### config.mk
export PLATFORM = sky130hd
export DESIGN_NAME = cordic_arbiter
export DESIGN_NICKNAME = d
export VERILOG_FILES = /design/src/rtl/cordic_arbiter.sv
export SDC_FILE = /design/constraint.sdc
export NUM_CORES = 1
export LEC_CHECK = 0
export ABC_AREA = 1
export CELL_PAD_IN_SITES_DETAIL_PLACEMENT = 1
export CELL_PAD_IN_SITES_GLOBAL_PLACEMENT = 1
export CORE_MARGIN = 4
export CORE_UTILIZATION = 31
export DETAILED_ROUTE_END_ITERATION = 10
export GPL_TIMING_DRIVEN = 0
export HOLD_SLACK_MARGIN = 0.08
export PLACE_DENSITY = 0.95
export SLEW_MARGIN = 20
export SYNTH_ARGS = -nofsm -noshare
export SYNTH_HDL_FRONTEND = slang
export SYNTH_SLANG_ARGS = --single-unit
### constraint.sdc
create_clock -name clock -period 7.1 [get_ports clock]
set_input_delay 1.42 -clock clock [delete_from_list [all_inputs] [get_ports clock]]
set_output_delay 1.42 -clock clock [all_outputs]
set_load 0.005 [all_outputs]
### src/rtl/cordic_arbiter.sv
// Round-robin scheduler sharing one pipelined CORDIC rotator among NUM_REQ requesters.
// Optional: define CORDIC_ARB_STATS_EN to add the 16-bit op_count accept counter.
module cordic_arbiter #(
  parameter int unsigned NUM_REQ = 4,
  parameter int unsigned LATENCY = 9
) (
  input  logic                  clock,
  input  logic                  rst_n,
  input  logic [NUM_REQ-1:0]    req_valid,
  output logic [NUM_REQ-1:0]    req_ready,
  input  logic [9*NUM_REQ-1:0]  req_x,
  input  logic [9*NUM_REQ-1:0]  req_y,
  input  logic [9*NUM_REQ-1:0]  req_angle,
  output logic [NUM_REQ-1:0]    rsp_valid,
  input  logic [NUM_REQ-1:0]    rsp_ready,
  output logic [9*NUM_REQ-1:0]  rsp_sine,
  output logic [9*NUM_REQ-1:0]  rsp_cosine,
  output logic [8:0]            cordic_x,
  output logic [8:0]            cordic_y,
  output logic [8:0]            cordic_angle,
  input  logic [8:0]            cordic_sine,
  input  logic [8:0]            cordic_cosine
`ifdef CORDIC_ARB_STATS_EN
  ,
  output logic [15:0]           op_count
`endif
);

  localparam int unsigned DW        = 9;
  localparam int unsigned IDX_W     = (NUM_REQ > 1) ? $clog2(NUM_REQ) : 1;
  localparam int unsigned CW        = IDX_W + 1;
  localparam int unsigned TAG_DEPTH = LATENCY - 1;

  logic [NUM_REQ-1:0]   busy;
  logic [NUM_REQ-1:0]   eligible;
  logic [IDX_W-1:0]     ptr;
  logic [IDX_W-1:0]     grant_idx;
  logic                 grant_valid;
  logic                 accept;
  logic [CW-1:0]        cand;

  logic [TAG_DEPTH-1:0] tag_valid;
  logic [IDX_W-1:0]     tag_idx [TAG_DEPTH];
  logic                 cap_valid;
  logic [IDX_W-1:0]     cap_idx;

  assign eligible = req_valid & ~busy;
  assign accept   = grant_valid & rst_n;

  // First eligible requester at or above ptr, wrapping to 0.
  always_comb begin : grant_search
    grant_valid = 1'b0;
    grant_idx   = '0;
    cand        = '0;
    for (int unsigned k = 0; k < NUM_REQ; k++) begin
      cand = CW'(ptr) + CW'(k);
      if (cand >= CW'(NUM_REQ)) cand = cand - CW'(NUM_REQ);
      if (!grant_valid && eligible[IDX_W'(cand)]) begin
        grant_valid = 1'b1;
        grant_idx   = IDX_W'(cand);
      end
    end
  end

  always_comb begin : operand_mux
    req_ready    = '0;
    cordic_x     = '0;
    cordic_y     = '0;
    cordic_angle = '0;
    for (int unsigned i = 0; i < NUM_REQ; i++) begin
      if (accept && grant_idx == IDX_W'(i)) begin
        req_ready[i] = 1'b1;
        cordic_x     = req_x[i*DW +: DW];
        cordic_y     = req_y[i*DW +: DW];
        cordic_angle = req_angle[i*DW +: DW];
      end
    end
  end

  always_ff @(posedge clock) begin : sched_state
    if (!rst_n) begin
      ptr  <= '0;
      busy <= '0;
    end else begin
      if (accept) ptr <= (grant_idx == IDX_W'(NUM_REQ - 1)) ? '0 : grant_idx + IDX_W'(1);
      for (int unsigned i = 0; i < NUM_REQ; i++) begin
        if (rsp_valid[i] && rsp_ready[i]) busy[i] <= 1'b0;
        if (accept && grant_idx == IDX_W'(i)) busy[i] <= 1'b1;
      end
    end
  end

  // CORDIC output settles after edge LATENCY-1, so the retiring tag waits one more stage for the capture edge.
  always_ff @(posedge clock) begin : tag_pipe
    if (!rst_n) begin
      tag_valid <= '0;
      cap_valid <= 1'b0;
      cap_idx   <= '0;
      for (int unsigned k = 0; k < TAG_DEPTH; k++) tag_idx[k] <= '0;
    end else begin
      tag_valid[0] <= accept;
      tag_idx[0]   <= grant_idx;
      for (int unsigned k = 1; k < TAG_DEPTH; k++) begin
        tag_valid[k] <= tag_valid[k-1];
        tag_idx[k]   <= tag_idx[k-1];
      end
      cap_valid <= tag_valid[TAG_DEPTH-1];
      cap_idx   <= tag_idx[TAG_DEPTH-1];
    end
  end

  always_ff @(posedge clock) begin : rsp_regs
    if (!rst_n) begin
      rsp_valid  <= '0;
      rsp_sine   <= '0;
      rsp_cosine <= '0;
    end else begin
      for (int unsigned i = 0; i < NUM_REQ; i++) begin
        if (rsp_valid[i] && rsp_ready[i]) rsp_valid[i] <= 1'b0;
        if (cap_valid && cap_idx == IDX_W'(i)) begin
          rsp_valid[i]            <= 1'b1;
          rsp_sine[i*DW +: DW]    <= cordic_sine;
          rsp_cosine[i*DW +: DW]  <= cordic_cosine;
        end
      end
    end
  end

`ifdef CORDIC_ARB_STATS_EN
  always_ff @(posedge clock) begin : stats
    if (!rst_n) op_count <= '0;
    else if (accept) op_count <= op_count + 16'd1;
  end
`endif

endmodule

==> Yosys cells after proc, flatten, opt, wreduce, memory -nomap -nowiden <==
Memory sizes are Yosys's and may differ from the RTL's. A register that Yosys moved wholly into a read port is not among the register bits.
Index checks and enable logic that the tools add are counted.
{ "word_totals": {"register_bits": 91, "mem_bits_rw": 16, "input_bits": 136, "output_inout_bits": 107, "word_cells": 141, "memories": 1} }
{ "mem_list": {"columns": ["memory", "depth", "word_bits", "rd", "rd_ports_with_merged_regs", "wr", "line", "source"], "rows": [
  ["tag_idx", 8, 2, 8, 1, 8, "43", "logic [IDX_W-1:0] tag_idx [TAG_DEPTH];"]
]} }
{ "classes": {"n_addsub": 8, "magnitude_cmp": 8, "n_eq_ne": 6, "n_mux": 59, "bitwise": 11, "reduce_logical": 29} }
{ "ops": {"columns": ["op", "count"], "rows": [
  ["$mux W9", 12],
  ["$mux W2", 17],
  ["$mux W1", 26],
  ["$reduce_bool A2 Y1", 8],
  ["$logic_and A1 B1 Y1", 15],
  ["$lt A2 B3 Y1 const B", 4],
  ["$ge A3 B3 Y1 const B", 3],
  ["$bmux W1 S2", 4],
  ["$eq A2 B2 Y1 const B", 4],
  ["$or A1 B1 Y1", 8],
  ["$sub A2 B1 Y2 const B", 4],
  ["$add A2 B2 Y3 const B", 2],
  ["$and A4 B4 Y4", 1],
  ["$eq A2 B1 Y1 const B", 2],
  ["$logic_not A1 Y1", 4],
  ["$logic_not A2 Y1", 2],
  ["$not A4 Y4", 1],
  ["$add A2 B1 Y3 const B", 1],
  ["$ge A2 B3 Y1 const B", 1],
  ["$add A2 B1 Y2 const B", 1],
  ["$and A1 B1 Y1", 1]
]} }

==> Depth between registers and ports, before layout <==
{ "logic_depth": {"word_depth": 20, "depth_mapped": 20, "ltp_nobuf": 17} }

==> Worst setup path after synthesis <==
No wires, ideal clock.
{ "synth_path": {"path_type": "input to output", "from": "input port req_valid[3]", "to": "output port cordic_angle[0]", "arrival_time_ns": 3.401, "required_ns": 5.680, "path_slack_ns": 2.279, "stages": 15, "path_buffers": 2, "path_cell_list": "nand3_1 -> nand3_1 -> nand2_1 -> inv_1 -> nor2_1 -> nand4_1 -> o21ai_0 -> ha_1 -> clkbuf_1 -> clkbuf_1 -> nor2_1 -> nand4_1 -> nand3_1 -> nand2_1 -> nand2_1"} }
{ "synth_between": {"elab_chain_cells": 19, "word_cells_on_any_way": 36, "cone_classes": "3 x eq/ne; 20 x mux; 2 x bitwise; 11 x reduce/logical"} }
{ "synth_rtl": {"columns": ["element", "line", "source"], "rows": [
  ["start, declared", "9", "input logic [NUM_REQ-1:0] req_valid,"],
  ["$and A4 B4 Y4 *", "47", "assign eligible = req_valid & ~busy;"],
  ["$bmux W1 S2", "58", "if (!grant_valid && eligible[IDX_W'(cand)]) begin"],
  ["$mux W1 (implied by the code)", "58", null],
  ["$mux W1", "58", null],
  ["$logic_not A1 Y1", "58", null],
  ["$logic_and A1 B1 Y1", "58", null],
  ["$mux W1", "58", null],
  ["$logic_not A1 Y1", "58", null],
  ["$logic_and A1 B1 Y1", "58", null],
  ["$mux W1", "58", null],
  ["$logic_not A1 Y1", "58", null],
  ["$logic_and A1 B1 Y1", "58", null],
  ["$mux W1 or $mux W2 (tied branches)", "58", null],
  ["$and A1 B1 Y1 or $logic_not A2 Y1 (tied branches)", "48, 71", null],
  ["$logic_and A1 B1 Y1", "71", "if (accept && grant_idx == IDX_W'(i)) begin"],
  ["$mux W9 (3 in a row)", "71", null],
  ["$mux W9 *", "71", null],
  ["end, declared", "20", "output logic [8:0] cordic_angle,"]
]} }
Every way passes the cells marked *; elsewhere a longest branch is shown, timed or not. The select of a mux whose other input is x is not followed.

==> Final worst setup path <==
{ "layout_path": {"from": "input port req_valid[3]", "to": "output port cordic_y[4]"} }
{ "layout_between": {"elab_chain_cells": 19, "word_cells_on_any_way": 36, "cone_classes": "3 x eq/ne; 20 x mux; 2 x bitwise; 11 x reduce/logical"} }
{ "layout_rtl": {"columns": ["element", "line", "source"], "rows": [
  ["$and A4 B4 Y4 *", "47", null],
  ["$bmux W1 S2", "58", null],
  ["$mux W1 (implied by the code)", "58", null],
  ["$mux W1", "58", null],
  ["$logic_not A1 Y1", "58", null],
  ["$logic_and A1 B1 Y1", "58", null],
  ["$mux W1", "58", null],
  ["$logic_not A1 Y1", "58", null],
  ["$logic_and A1 B1 Y1", "58", null],
  ["$mux W1", "58", null],
  ["$logic_not A1 Y1", "58", null],
  ["$logic_and A1 B1 Y1", "58", null],
  ["$mux W1 or $mux W2 (tied branches)", "58", null],
  ["$and A1 B1 Y1 or $logic_not A2 Y1 (tied branches)", "48, 71", null],
  ["$logic_and A1 B1 Y1", "71", null],
  ["$mux W9 (3 in a row)", "71", null],
  ["$mux W9 *", "71", null],
  ["end, declared", "19", "output logic [8:0] cordic_y,"]
]} }
Marked as above.

==> metrics <==
result of the run completed; end point of the worst hold path tag_idx[7][0]; non-filler cells in the finished layout 1,351; number of synthesized register bits 109; routed length per placed instance 16.97 um; number of ports placed on the die boundary 243; final core utilization 49.13%; post-synth top area share 39.02%; number of enable flip-flop cells after synthesis 0; clock slew at reported path FFs 0.08 ns; post-DP HPWL 18,540 um; Max Transition Viols Final 0; total power consumption of the routed design 3.082 mW; Tightest Hold Check Type reg2reg; DRC errors left 0; number of search-and-repair iterations in the first detailed-routing pass 8; post-placement cell count 1,335; Setup Skew 0.01385 ns; Die Area 20,250 um^2; maximum number of pins on one net before global-route repair 21; proportion of register bits with asynchronous set or reset after synthesis 0%; arrival time worst endpoint 5.28 ns; share of final-layout standard cells stronger than drive strength 1 4.352%; power density over the cells 358.9 nW/um^2; leakage power figure 3.911 nW; latest clock arrival within the worst-skew pair 0.35 ns; peak per-stage delay on the critical path 0.55 ns; source of the worst hold timing path tag_idx[6][0]; via total after detailed routing 6,723; P&R area growth vs syn 53.57%; max cap viols 0; synthesized netlist net count 1,009; number of global-route vias before repair 7,010; Sequential cell area 2182 um^2; destination of the worst register-to-register timing path busy[1]; CTS tree done; summed instance area of the synthesized netlist 5592 um^2; Detailed Route Iter0 Violations 201; FILL cells 2,256; Distinct cells, synth 23; post-layout minimum cycle time 6.697 ns; Crit. End Element output port; Vert. Die Dim 142.3 um; Synth warnings 0; number of clock sinks 109; Placement Setup Slack 0.4278 ns; least setup slack across all paths after layout 0.4032 ns; port bufs 241; Routability Congestion 0.8478; proportion of synthesized chip area in sequential cells 39.02%; hold path cells 2; buffer cell driving the clock tree root sky130_fd_sc_hd__clkbuf_16; H-tree lvl count 3; Critical Path Start Type input port; final critical-path share of the clock period 94.32%; Final Hold Slack 0.4096 ns; Core ar. 17,480 um^2; # Post-CTS Setup Buffers 0; count of nets left with antenna violations after detail routing 0; Post-Synthesis Mean Instance Area 6.435 um^2; total non-filler cell area in the finished layout 8587 um^2; register-to-register setup slack 3.80 ns; instance area at placement 8285 um^2; area occupied by multi-input gates 2587 um^2; most numerous cell in the Yosys netlist sky130_fd_sc_hd__nand2_1; remaining max-slew budget at the tightest pin 58.14%; number of antenna violations at the first check in global routing 0; diodes inserted 0; data required time of the critical path 5.68 ns; post-cts sizing count 0; cell taking the most area after synthesis sky130_fd_sc_hd__dfxtp_1; peak clock frequency supported by timing 149.3 MHz; first-pass GRT wire length 35,740 um; total length of routed wires 22,920 um; final hold viol count 0; WS Path Type in2out; unrepaired setup endpoints after global routing no; slew at the pin with the worst max-slew slack 0.6279 ns; x dimension of the die 142.3 um; cell row count 48; Top FF cell, synth sky130_fd_sc_hd__dfxtp_1; source of the worst register-to-register timing path ptr[0]; maximum fanout along the worst path 10; FF-to-FF path depth 15; Cells after Synth 869; hold buffers post-CTS 0; Critical-path top delay cell sky130_fd_sc_hd__clkdlybuf4s50_1; Peak VDD IR 0.2479 mV; number of vias per cell after detailed routing 4.976; top cells by area in the synthesized netlist sky130_fd_sc_hd__dfxtp_1 39%, sky130_fd_sc_hd__nand2_1 12%, sky130_fd_sc_hd__nor2_1 9.5%; critical path, cell by cell clkdlybuf4s50_1 > nand3_1 > nand3_1 > nand2_1 > inv_1 > nor2_1 > nand4_1 > o21ai_0 > ha_1 > clkbuf_1 > buf_1 > nand4_1 > nand3_1 > nand2_1 > nand2_1 > clkdlybuf4s50_1; cts bufs inserted 9; Congestion Overflow GR 0; final layout net count 1,261; setup_tns 0 ns; Final setup violation count 0; most numerous cell types in the synthesized netlist 179 x sky130_fd_sc_hd__nand2_1, 141 x sky130_fd_sc_hd__nor2_1, 120 x sky130_fd_sc_hd__inv_1; aggregate global-route resource usage 21.89%; effective utilization at floorplan 31.99%; maximum clock path buffer count 2
-- cells by family after synthesis --
| kind of cell | after synthesis | share of synthesized area, % |
|---|---|---|
| fa+ha+maj | 4 | 0.8951 |
| buf+inv | 197 | 14.70 |
| simple gates | 477 | 38.00 |
| compound gates | 82 | 7.384 |
| flops | 109 | 39.02 |
-- registers in the layout (all words and copies together), names as in the netlist, 2 cells and up --
register,count
ptr,2
tag_idx,16
rsp_cosine,36
busy,4
cap_idx,2
rsp_sine,36
tag_valid,8
rsp_valid,4
-- placed cells by master, fill, tap and decap left out --
master                            instances
sky130_fd_sc_hd__clkdlybuf4s50_1        241
sky130_fd_sc_hd__nand2_1                179
sky130_fd_sc_hd__nor2_1                 141
sky130_fd_sc_hd__inv_1                  120
sky130_fd_sc_hd__dfxtp_1                109
sky130_fd_sc_hd__nand4_1                 82
sky130_fd_sc_hd__nand3_1                 68
sky130_fd_sc_hd__o21ai_0                 56
sky130_fd_sc_hd__clkbuf_1                38
sky130_fd_sc_hd__a21oi_1                 23
sky130_fd_sc_hd__clkbuf_16                9
sky130_fd_sc_hd__clkinv_1                 8
sky130_fd_sc_hd__buf_2                    7
sky130_fd_sc_hd__buf_4                    7
sky130_fd_sc_hd__buf_6                    6
sky130_fd_sc_hd__inv_2                    5
sky130_fd_sc_hd__buf_1                    5
sky130_fd_sc_hd__ha_1                     4
sky130_fd_sc_hd__nand3_2                  3
sky130_fd_sc_hd__nand2_2                  2
sky130_fd_sc_hd__a31oi_1                  2
sky130_fd_sc_hd__inv_6                    2
sky130_fd_sc_hd__clkinv_4                 2
sky130_fd_sc_hd__inv_4                    1
sky130_fd_sc_hd__nand4_4                  1
sky130_fd_sc_hd__nor2_2                   1
sky130_fd_sc_hd__o21ai_1                  1
sky130_fd_sc_hd__clkinv_8                 1
sky130_fd_sc_hd__clkbuf_8                 1
sky130_fd_sc_hd__inv_8                    1
-- how the worst max path moves through the flow --
stage / startpoint / depth (start not counted) / to
after floorplan: req_valid[3] / 15 / cordic_angle[0]
after global placement: req_valid[3] / 16 / cordic_x[3]
after detailed placement: req_valid[0] / 16 / cordic_y[4]
after CTS: req_valid[3] / 16 / cordic_y[4]
after global routing: req_valid[3] / 16 / cordic_y[4]
final: req_valid[3] / 16 / cordic_y[4]
-- final cells by class --
cell class              count  area share [%]
flip-flops and latches    109           25.41
multi-input cells         563           30.13
inverters                 134           5.887
repair buffers            241           28.09
well taps                 225           3.278
plain buffers              63           3.686
clock buffers              10           2.783
clock inverters             6          0.7285
-- routing by layer --
metal / routed length (um) / global-route usage (%)
met3: 1705 / 6.015
met4: 726 / 7.854
met2: 11450 / 40.57
met5: 0 / 0
met1: 9042 / 23.78
-- where the power goes --
| group | internal [mW] | switching (mW) | leakage [nW] |
|---|---|---|---|
| Combinational | 0.826 | 1.11 | 2.88 |
| Sequential | 0.637 | 0.0114 | 0.881 |
| Clock | 0.257 | 0.242 | 0.148 |
-- worst max-delay path, delay by kind of cell --
| kind | cells | cell delay [ns] |
|---|---|---|
| adder cells (fa/ha/maj) | 1 | 0.25 |
| AO/OA/AOI/OAI | 1 | 0.49 |
| AND/OR/NAND/NOR | 9 | 1.15 |
| buffers and inverters | 5 | 1.95 |
(Power assumes the default switching activity.)
